$ cat src/rtl/ccsds_asm_randomizer.sv
// rtl/ccsds_asm_randomizer.sv - CCSDS ASM insertion and pseudo-randomizer for LDPC codewords
module ccsds_asm_randomizer #(
    parameter int          width        = 8,
    parameter int          asm_len      = 32,
    parameter logic [63:0] asm_pattern  = 64'h000000001ACFFC1D,
    parameter bit          randomize_en = 1'b1
) (
    input  logic             clk,
    input  logic             rst,
    input  logic [width-1:0] s_axis_tdata,
    input  logic             s_axis_tvalid,
    input  logic             s_axis_tlast,
    output logic             s_axis_tready,
    output logic [width-1:0] m_axis_tdata,
    output logic             m_axis_tvalid,
    output logic             m_axis_tlast,
    input  logic             m_axis_tready
);
    localparam int ASM_BEATS = asm_len / width;
    localparam int CNT_W     = $clog2(ASM_BEATS + 1);
    localparam logic [CNT_W-1:0] CNT_LAST = CNT_W'(ASM_BEATS - 1);
    // ASM left-aligned in 64 bits so beat k is always the top slice after a shift
    localparam logic [63:0] ASM_LEFT = asm_pattern << (64 - asm_len);

    typedef enum logic [1:0] {ST_IDLE, ST_ASM, ST_DATA} state_t;

    state_t           state_q, state_d;
    logic [CNT_W-1:0] cnt_q, cnt_d;
    logic [7:0]       lfsr_q, lfsr_d;
    logic [width-1:0] tdata_q, tdata_d;
    logic             tvalid_q, tvalid_d;
    logic             tlast_q, tlast_d;
    logic             load;
    logic [7:0]       lfsr_adv;
    logic [width-1:0] prbs;
    logic [63:0]      asm_word;

    // Output register may take a new beat when empty or being drained this cycle
    assign load          = !tvalid_q || m_axis_tready;
    assign s_axis_tready = (state_q == ST_DATA) && load;
    assign m_axis_tdata  = tdata_q;
    assign m_axis_tvalid = tvalid_q;
    assign m_axis_tlast  = tlast_q;

    // Unrolled LFSR: width sequence bits (earliest at the MSB) and the state after them
    always_comb begin
        lfsr_adv = lfsr_q;
        prbs     = '0;
        for (int i = width - 1; i >= 0; i--) begin
            prbs[i]  = lfsr_adv[7];
            lfsr_adv = {lfsr_adv[6:0], lfsr_adv[7] ^ lfsr_adv[4] ^ lfsr_adv[2] ^ lfsr_adv[0]};
        end
    end

    // Next-state and output-register load decisions
    always_comb begin
        state_d  = state_q;
        cnt_d    = cnt_q;
        lfsr_d   = lfsr_q;
        tdata_d  = tdata_q;
        tvalid_d = tvalid_q;
        tlast_d  = tlast_q;
        asm_word = ASM_LEFT << (int'(cnt_q) * width);
        case (state_q)
            ST_IDLE: begin
                if (load) begin
                    tvalid_d = 1'b0;
                end
                if (s_axis_tvalid) begin
                    state_d = ST_ASM;
                    cnt_d   = '0;
                end
            end
            ST_ASM: begin
                if (load) begin
                    tdata_d  = asm_word[63 -: width];
                    tvalid_d = 1'b1;
                    tlast_d  = 1'b0;
                    cnt_d    = cnt_q + 1'b1;
                    if (cnt_q == CNT_LAST) begin
                        state_d = ST_DATA;
                        cnt_d   = '0;
                        lfsr_d  = 8'hFF;
                    end
                end
            end
            ST_DATA: begin
                if (load) begin
                    if (s_axis_tvalid) begin
                        tdata_d  = s_axis_tdata ^ (randomize_en ? prbs : '0);
                        tvalid_d = 1'b1;
                        tlast_d  = s_axis_tlast;
                        lfsr_d   = lfsr_adv;
                        if (s_axis_tlast) begin
                            state_d = ST_IDLE;
                        end
                    end else begin
                        tvalid_d = 1'b0;
                    end
                end
            end
            default: state_d = ST_IDLE;
        endcase
    end

    // FSM, beat counter, LFSR and registered stream outputs
    always_ff @(posedge clk) begin
        if (rst) begin
            state_q  <= ST_IDLE;
            cnt_q    <= '0;
            lfsr_q   <= 8'hFF;
            tdata_q  <= '0;
            tvalid_q <= 1'b0;
            tlast_q  <= 1'b0;
        end else begin
            state_q  <= state_d;
            cnt_q    <= cnt_d;
            lfsr_q   <= lfsr_d;
            tdata_q  <= tdata_d;
            tvalid_q <= tvalid_d;
            tlast_q  <= tlast_d;
        end
    end
endmodule

$ cat config.mk
export PLATFORM = sky130hd
export DESIGN_NAME = ccsds_asm_randomizer
export DESIGN_NICKNAME = d
export VERILOG_FILES = /design/src/rtl/ccsds_asm_randomizer.sv
export SDC_FILE = /design/constraint.sdc
export NUM_CORES = 1
export LEC_CHECK = 0
export BUFFER_PORTS_ARGS = -buffer_cell sky130_fd_sc_hd__clkbuf_2
export CAP_MARGIN = 20
export CELL_PAD_IN_SITES_DETAIL_PLACEMENT = 1
export CELL_PAD_IN_SITES_GLOBAL_PLACEMENT = 1
export CORE_ASPECT_RATIO = 1.25
export CORE_UTILIZATION = 44
export CTS_BUF_LIST = sky130_fd_sc_hd__clkbuf_4 sky130_fd_sc_hd__clkbuf_8
export DETAILED_ROUTE_END_ITERATION = 12
export PLACE_DENSITY = 0.91
export SYNTH_ARGS = -nofsm -noshare
export SYNTH_HDL_FRONTEND = slang
export SYNTH_SLANG_ARGS = --single-unit
$ cat constraint.sdc
create_clock -name clk -period 2.3 [get_ports clk]
set_clock_uncertainty 0.2 [all_clocks]
set_input_delay 0.23 -clock clk [delete_from_list [all_inputs] [get_ports clk]]
set_output_delay 0.23 -clock clk [all_outputs]
set_load 0.03 [all_outputs]
## After elaboration in Yosys (flattened, before gate mapping)

Cells that the tools add are included.

- Bitwise gates (word level): 25
- Mux-type cells: 28
- Eq/ne operators: 10
- Add/sub/neg operators: 1
- Shift operators: 1
- Reductions and logical operators: 12

Operators with widths:

| kind | count |
|---|---|
| $shl A61 B6 Y64 const A | 1 |
| $mux W8 | 7 |
| $pmux W8 S2 | 2 |
| $xor A1 B1 Y1 | 24 |
| $ne A2 B2 Y1 const B | 7 |
| $mux W2 | 6 |
| $mux W3 | 3 |
| $reduce_and A4 Y1 | 2 |
| $xor A8 B8 Y8 | 1 |
| $mux W1 | 6 |
| $pmux W2 S3 | 1 |
| $pmux W3 S2 | 1 |
| $reduce_and A6 Y1 | 1 |
| $reduce_and A5 Y1 | 1 |
| $reduce_bool A2 Y1 | 2 |
| $add A3 B1 Y3 const B | 1 |
| $eq A3 B2 Y1 const B | 1 |
| $pmux W1 S3 | 1 |
| $reduce_and A3 Y1 | 1 |
| $reduce_bool A3 Y1 | 1 |
| $eq A2 B1 Y1 const B | 1 |
| $eq A2 B2 Y1 const B | 1 |
| $logic_not A2 Y1 | 1 |
| $pmux W1 S2 | 1 |
| other kinds (3) | 3 |

- Output and inout bits: 11
- Input port bits: 13
- Register bits after elaboration: 23
- Logic and storage cells: 83

## Longest topological paths before layout

Gate-level depths: netlist of the first run.

- Depth in word-level cells: 13
- Gate-level depth with buffers: 9
- Gate-level depth less buffers: 7

## Worst setup path before layout of the first run

Ideal clock, no wire load.

- Path type: register to register
- From: register state_q[0]
- To: register tdata_q[1], in the netlist m_axis_tdata[1]
- Data arrival time: 1.563 ns
- Buffers on the path: 3
- Setup time: 0.080 ns
- Clock period less this slack: 1.842 ns
- Required time: 2.020 ns
- Slack: 0.458 ns
- Stages on the path, launching flop included: 10
- Path through: dfxtp_1 > inv_1 > ha_1 > buf_4 > a21oi_1 > o21a_1 > buf_4 > buf_6 > nor2_1 > a211oi_2

- Word-level cells in the longest chain between the ends: 3
- Elaborated cells between the ends (all ways): 8
- Those cells by class: eq/ne: 5; mux: 1; reduce/logical: 2

Ends and longest elaborated chain:

| what | line | RTL |
|---|---|---|
| start, declared | 27 | `state_t state_q, state_d;` |
| start signal, assigned | 116 | `state_q <= state_d;` |
| $eq A2 B1 Y1 / $eq A2 B2 Y1 (equally long branches) | 64 | `case (state_q)` |
| $ne A2 B2 Y1 (no line) / $reduce_bool A2 Y1 (equally long branches) | n/a |  |
| $reduce_and A4 Y1 (no line) | n/a |  |
| end signal, assigned | 119 | `tdata_q <= tdata_d;` |
| end, declared | 30 | `logic [width-1:0] tdata_q, tdata_d;` |

Parallel ways exist; a longest one is shown, timed or not.
A chain may end at the register's enable or synchronous reset.

## Worst setup path after layout of the first run

- From: register state_q[0]
- To: register tdata_q[3], in the netlist m_axis_tdata[3]

Same word-level chain as after synthesis.

==> flow_summary.yaml, run 1 <==
status:
  status: "complete, no violations"
place:
  dp_hpwl_mm: 2.87
  number_of_i_o_port_buffers: 23
  placed_cells: 220
  finalWeightedCongestion: 0.789
  place_worst_setup_slack_ps: 213
floorplanning:
  core_area_um2: 3280
  dieArea_um2: 3740
  initial_utilization: 0.469
  design.portCount: 24
  die_w_um: 54.9
  floorplan.die.height_um: 68.1
  floorplan.rows: 23
layout:
  area_of_the_multi_input_gates_um2: 950
  n_fill_cell: 409
  final_cell_mix: "sky130_fd_sc_hd__dfxtp_1, sky130_fd_sc_hd__clkbuf_2, sky130_fd_sc_hd__nor2_1, sky130_fd_sc_hd__a21oi_1, sky130_fd_sc_hd__xor2_1"
  syn_to_layout_area_delta_pct: 9.60
  design.final.nets: 209
  layout-drive-gt1-share: 0.241
  post_layout_nonfiller_instances: 224
  regArea_um2: 460
  num_antenna_cells: 0
power:
  power_leakage_nw: 0.713
  power_density_nw_per_um2: 1230
  ir_worst_vdd_v: 0.000705
  power_mw: 2.07
synth:
  post_synth.cell_area_avg_um2: 9.15
  synth.yosys.warnings: 0
  synth-edff-count: 0
  netlist_instances: 168
  seq_area_frac_synth: 0.299
  synthArstFlopShare: 0
  ys_ff_latch: 23
  synth-main-ff-cell: "sky130_fd_sc_hd__dfxtp_1"
  yosysUniqueCellTypes: 39
  synth.cell_area_um2: 1540
  syn_nets: 189
setup_path:
  reg2reg_slack_ps: 190
  cp_max_fo: 19
  critPathRequiredTime_ps: 2240
  critPathMaxStageDelay_ps: 400
  endpoint_kind: "register"
  worst_path_max_delay_cell: "sky130_fd_sc_hd__dfxtp_1"
  worstSetupStartpointType: "register"
  crit_top_cell: "sky130_fd_sc_hd__buf_4"
  cp_data_arrival_time_ps: 2060
  critical_path_buf_inv_count: 3
  worstSetupPathType: "register to register"
  critical_path.top_delay_family: "buffers and inverters"
  worstPathCellList: "inv_1 -> ha_1 -> buf_4 -> a21oi_1 -> o21a_1 -> buf_4 -> mux2i_1 -> nor2_1"
clock_tree:
  h_tree_depth: 1
  root_buffer: "sky130_fd_sc_hd__clkbuf_8"
  post_cts_buffers: 0
  cts_hold_buf: 0
  numCtsBuffers: 3
  max-clock-path-buffers: 2
  cts_num_sinks: 23
  insertion_delay_ps: 270
  cts_tree: "done"
  postCtsResizedCells: 0
  clkTransAtPathRegs_ps: 80
sta:
  fin_setup_tns_ps: 0
  setup_viol_count_final: 0
  worst_slew_pin_slew_ps: 498
  minimum_hold_slack_ps: 80.8
  timing.max_slew.rel_slack: 0.668
  rsz0062_at_grt: "no"
  finalCriticalPeriod_ps: 2110
  layout_worst_path_cycle_share: 0.919
  fmaxAchievable_mhz: 473
  final.setup.worst_slack_ps: 186
  finalHoldViolations: 0
  timing_max_transition_violations_final: 0
routing:
  drt-wirelength-per-cell_um: 17.3
  drt_pre_antenna_iters: 4
  totalWireLength_mm: 3.88
  vias: 1271
  detail_route.vias_per_cell: 5.67
  initial_detailed_routing_violation_count: 17
  final_antenna_net_count: 0
  drt_drc_violations_left: 0
job:
  maxCapViolCount: 0
global_route:
  grt_pass1_wl_mm: 6.44
  grt_antenna_before_repair: 0
  gr-total-overflow: 0
  via_count_of_the_first_global_routing_pass: 1370
  gr-usage-all-layers: 0.241
  grt_max_degree: 24
worst_hold_path:
  timing.hold.worst.class: "primary input to register"
synthesized netlist by cell type, types with 2 or more instances:
master / number / area (um2)
sky130_fd_sc_hd__a211oi_2: 6 / 75.1
sky130_fd_sc_hd__a21oi_1: 15 / 75.1
sky130_fd_sc_hd__and2_1: 2 / 12.5
sky130_fd_sc_hd__buf_2: 3 / 15.0
sky130_fd_sc_hd__buf_4: 4 / 30.0
sky130_fd_sc_hd__buf_6: 4 / 45.0
sky130_fd_sc_hd__clkbuf_1: 2 / 7.51
sky130_fd_sc_hd__dfxtp_1: 23 / 460
sky130_fd_sc_hd__ha_1: 8 / 100
sky130_fd_sc_hd__inv_1: 8 / 30.0
sky130_fd_sc_hd__mux2i_1: 6 / 60.1
sky130_fd_sc_hd__nand2_1: 5 / 18.8
sky130_fd_sc_hd__nand2b_1: 8 / 50.1
sky130_fd_sc_hd__nand3_1: 5 / 25.0
sky130_fd_sc_hd__nor2_1: 15 / 56.3
sky130_fd_sc_hd__nor3_1: 5 / 25.0
sky130_fd_sc_hd__nor3b_1: 3 / 22.5
sky130_fd_sc_hd__o21ai_0: 2 / 10.0
sky130_fd_sc_hd__o21ai_1: 3 / 15.0
sky130_fd_sc_hd__o21bai_1: 3 / 22.5
sky130_fd_sc_hd__o22ai_1: 3 / 18.8
sky130_fd_sc_hd__xnor2_1: 8 / 70.1
sky130_fd_sc_hd__xnor2_2: 2 / 32.5
sky130_fd_sc_hd__xor2_1: 10 / 87.6
metrics by stage:
| stage | utilization | cell area (um2) |
|---|---|---|
| floorplan | - | 1540 |
| global placement | 0.500 | 1640 |
| detailed placement | 0.500 | 1640 |
| CTS | 0.514 | 1690 |
| global route | 0.514 | 1690 |
| finish | 0.514 | 1690 |
cell families after synthesis:
family | count (synthesis) | synth area share
DFF | 23 | 0.299
xor gates and xnor gates | 22 | 0.156
buffers and inverters | 21 | 0.0830
and+or+nand+nor | 48 | 0.166
adders and majority gates | 8 | 0.0651
AOI/OAI and AO/OA | 40 | 0.191
muxes | 6 | 0.0391
power breakdown:
group | switching, mW | internal [mW] | total, mW
Sequential | 0.0843 | 0.496 | 0.581
Clock | 0.138 | 0.121 | 0.259
Combinational | 0.757 | 0.470 | 1.23
routing by layer:
metal	vias to the layer above	part of all wire	wire length (um)	track usage
met5	-	0	0	0
met4	0	0.029	114	0.119
met3	10	0.025	98	0.0378
met2	27	0.55	2140	0.428
met1	628	0.39	1530	0.269
li1	606	-	-	-
path summary, 6_finish.rpt:
kind / start / to / depth (start not counted)
max: state_q[0]$_SDFFE_PP0P_ / m_axis_tdata[3]$_SDFFE_PP0P_ / 8
min: s_axis_tlast / m_axis_tlast$_SDFFE_PP0P_ / 3
max reg2reg: state_q[0]$_SDFFE_PP0P_ / m_axis_tdata[3]$_SDFFE_PP0P_ / 8
min reg2reg: m_axis_tlast$_SDFFE_PP0P_ / m_axis_tlast$_SDFFE_PP0P_ / 2
state kept, by name, summed over array words and instances (netlist names):
register and flops:
cnt_q 3, m_axis_tvalid 1, state_q 2, lfsr_q 8, m_axis_tdata 8, m_axis_tlast 1
final cells by class:
type,count,share of cell area
Tap cell,37,0.0275
Inverter,8,0.0178
Sequential cell,23,0.273
Timing Repair Buffer,28,0.0906
Clock buffer,3,0.0245
Multi-Input combinational cell,124,0.563
Clock inverter,1,0.00297
tightest hold or removal path, stage by stage:
cell	delay, ps
sky130_fd_sc_hd__clkbuf_2	110
sky130_fd_sc_hd__nand3_1	100
sky130_fd_sc_hd__a21oi_1	60
Power figures use the tool's default switching activity.
==> run 2: changes to the inputs <==
--- a/config.mk
+++ b/config.mk
@@ -5,15 +5,16 @@
 export SDC_FILE = /design/constraint.sdc
 export NUM_CORES = 1
 export LEC_CHECK = 0
+export ABC_AREA = 1
 export BUFFER_PORTS_ARGS = -buffer_cell sky130_fd_sc_hd__clkbuf_2
 export CAP_MARGIN = 20
 export CELL_PAD_IN_SITES_DETAIL_PLACEMENT = 1
 export CELL_PAD_IN_SITES_GLOBAL_PLACEMENT = 1
 export CORE_ASPECT_RATIO = 1.25
-export CORE_UTILIZATION = 44
+export CORE_UTILIZATION = 43
 export CTS_BUF_LIST = sky130_fd_sc_hd__clkbuf_4 sky130_fd_sc_hd__clkbuf_8
 export DETAILED_ROUTE_END_ITERATION = 12
-export PLACE_DENSITY = 0.91
+export PLACE_DENSITY = 0.92
 export SYNTH_ARGS = -nofsm -noshare
 export SYNTH_HDL_FRONTEND = slang
 export SYNTH_SLANG_ARGS = --single-unit
==> flow_summary.yaml, run 2 <==
synth:
  synthArstFlopShare: 0
  synth_top_family_by_area: "simple AND/OR/NAND/NOR gates"
  synth-edff-count: 0
  synth_top_cell_area_share: 0.275
  synth_area_leader_cell: "sky130_fd_sc_hd__dfxtp_1"
  synth.cell_area_um2: 1680
  synth_xor_area_frac: 0.0925
  ys_top_cells_by_area: "sky130_fd_sc_hd__dfxtp_1, sky130_fd_sc_hd__nand2_1, sky130_fd_sc_hd__inv_1"
  synthSimpleGateAreaFrac: 0.307
  synth.yosys.warnings: 0
  synth-main-ff-cell: "sky130_fd_sc_hd__dfxtp_1"
  netlist_instances: 229
  yosysUniqueCellTypes: 29
  synth_commonest_cells: "sky130_fd_sc_hd__nand2_1, sky130_fd_sc_hd__inv_1, sky130_fd_sc_hd__dfxtp_1, sky130_fd_sc_hd__nor2_1, sky130_fd_sc_hd__o21ai_0"
  synth_fa_ha_area_frac: 0.0597
  multiplexer_fraction_of_the_synthesized_cell_area: 0
  ys_ff_latch: 23
  syn_nets: 250
  complex_gate_fraction_of_the_synthesized_area: 0.164
  yosysMostFrequentCell: "sky130_fd_sc_hd__nand2_1"
  seq_area_frac_synth: 0.275
  post_synth.cell_area_avg_um2: 7.32
layout:
  final_cell_mix: "sky130_fd_sc_hd__nand2_1, sky130_fd_sc_hd__inv_1, sky130_fd_sc_hd__clkbuf_2, sky130_fd_sc_hd__nor2_1, sky130_fd_sc_hd__o21ai_0"
  design.final.nets: 279
  n_fill_cell: 510
  syn_to_layout_area_delta_pct: 17.2
  most_common_cell_after_layout_fill_and_taps_aside: "sky130_fd_sc_hd__nand2_1"
  layout-drive-gt1-share: 0.327
  num_antenna_cells: 0
  post_layout_nonfiller_instances: 297
floorplanning:
  floorplan.rows: 25
  die_w_um: 57.9
  floorplan.die.height_um: 71.8
  dieArea_um2: 4150
  design.portCount: 24
  core_area_um2: 3750
  initial_utilization: 0.447
routing:
  initial_detailed_routing_violation_count: 39
  drt-wirelength-per-cell_um: 17.1
  drt_drc_violations_left: 0
  detail_route.vias_per_cell: 5.59
  drt_pre_antenna_iters: 4
  totalWireLength_mm: 5.08
  final_antenna_net_count: 0
  vias: 1660
sta:
  worst_slew_pin_slew_ps: 580
  timing_max_transition_violations_final: 0
  layout_worst_path_cycle_share: 0.948
  fin_setup_tns_ps: 0
  rsz0062_at_grt: "yes"
  minimum_hold_slack_ps: 30.9
  timing.max_slew.rel_slack: 0.611
  fmaxAchievable_mhz: 459
  finalCriticalPeriod_ps: 2180
  final.setup.worst_slack_ps: 119
  setup_viol_count_final: 0
  finalHoldViolations: 0
clock_tree:
  clkTransAtPathRegs_ps: 80
  insertion_delay_ps: 270
  cts_tree: "done"
  h_tree_depth: 1
  max-clock-path-buffers: 2
  cts_num_sinks: 23
  numCtsBuffers: 3
  root_buffer: "sky130_fd_sc_hd__clkbuf_8"
  cts_hold_buf: 0
setup_path:
  endpoint_kind: "register"
  crit_top_cell: "sky130_fd_sc_hd__nor2_1"
  cp_data_arrival_time_ps: 2190
  worst_path_max_delay_cell: "sky130_fd_sc_hd__nor2_1"
  critical_path.top_delay_family: "simple AND/OR/NAND/NOR gates"
  worstSetupPathType: "register to register"
  cp_max_fo: 8
  critical_path_buf_inv_count: 3
  worstPathCellList: "inv_1 -> ha_1 -> buf_4 -> nor2_1 -> inv_1 -> o22ai_1 -> nor2_1 -> nor2_1"
  worstSetupStartpointType: "register"
  critPathMaxStageDelay_ps: 440
  critPathRequiredTime_ps: 2310
global_route:
  grt_pass1_wl_mm: 7.60
  grt_max_degree: 17
  gr-total-overflow: 0
  via_count_of_the_first_global_routing_pass: 1641
  grt_antenna_before_repair: 0
  gr-usage-all-layers: 0.240
place:
  dp_hpwl_mm: 3.73
  number_of_i_o_port_buffers: 23
  place_worst_setup_slack_ps: -56.3
  finalWeightedCongestion: 0.856
  placed_cells: 291
worst_hold_path:
  timing.hold.worst.class: "primary input to register"
job:
  maxCapViolCount: 0
status:
  status: "complete, no violations"
-- run 2: area by class of cell --
cell class,instances,area [um2],share of cell area
well taps,40,50.0,0.0255
multi-input cells,165,1080,0.551
inverters,34,128,0.0649
repair buffers,31,175,0.0891
clock buffers,4,48.8,0.0248
flip-flops and latches,23,482,0.245
-- run 2: worst reg2reg max path, delay by kind of cell (launching register included) --
family / cells / cell delay [ps]
buf+inv: 3 / 450
flops: 1 / 350
simple gates: 3 / 610
compound gates: 1 / 210
fa+ha+maj: 1 / 300
-- run 2: kinds of logic (layout without fill, tap and decap cells) --
group / after synthesis / in the layout
compound gates: 47 / 47
xor+xnor: 16 / 16
fa+ha+maj: 8 / 8
buf+inv: 41 / 69
flops: 23 / 23
simple gates: 94 / 94
-- run 2: final timing paths --
kind                                   to  cells past startpoint  slack [ps]                       from
max          m_axis_tdata[4]$_SDFFE_PP0P_                      8         120    state_q[0]$_SDFFE_PP0P_
min             m_axis_tlast$_SDFFE_PP0P_                      3          30               s_axis_tlast
max reg2reg  m_axis_tdata[4]$_SDFFE_PP0P_                      8         120    state_q[0]$_SDFFE_PP0P_
min reg2reg     m_axis_tlast$_SDFFE_PP0P_                      2         280  m_axis_tlast$_SDFFE_PP0P_
-- run 2: per-stage QoR --
| step | util | instance area (um2) |
|---|---|---|
| after detailed placement | 0.491 | 1840 |
| after global placement | 0.491 | 1840 |
| after global routing | 0.524 | 1970 |
| after floorplan | - | 1680 |
| final | 0.524 | 1970 |
| after CTS | 0.506 | 1900 |
-- run 2: repair_timing --
item,CTS,global route
gates cloned,0,0
pin swaps,0,3
endpoints found under the setup margin,3,6
resized for setup,2,20
buffers inserted,0,2
-- run 2: per-layer routing --
layer	GRT usage	part of all wire	routed length, um	vias to the layer above
li1	-	-	-	801
met1	0.246	0.39	1970	803
met2	0.475	0.55	2770	40
met4	0.108	0.040	202	0
met5	0	0	0	-
met3	0.0217	0.028	142	16
Power of run 2 is left out: the tool's default activity adds up to more than one toggle a clock period on the data nets, which glitch-free logic cannot reach.
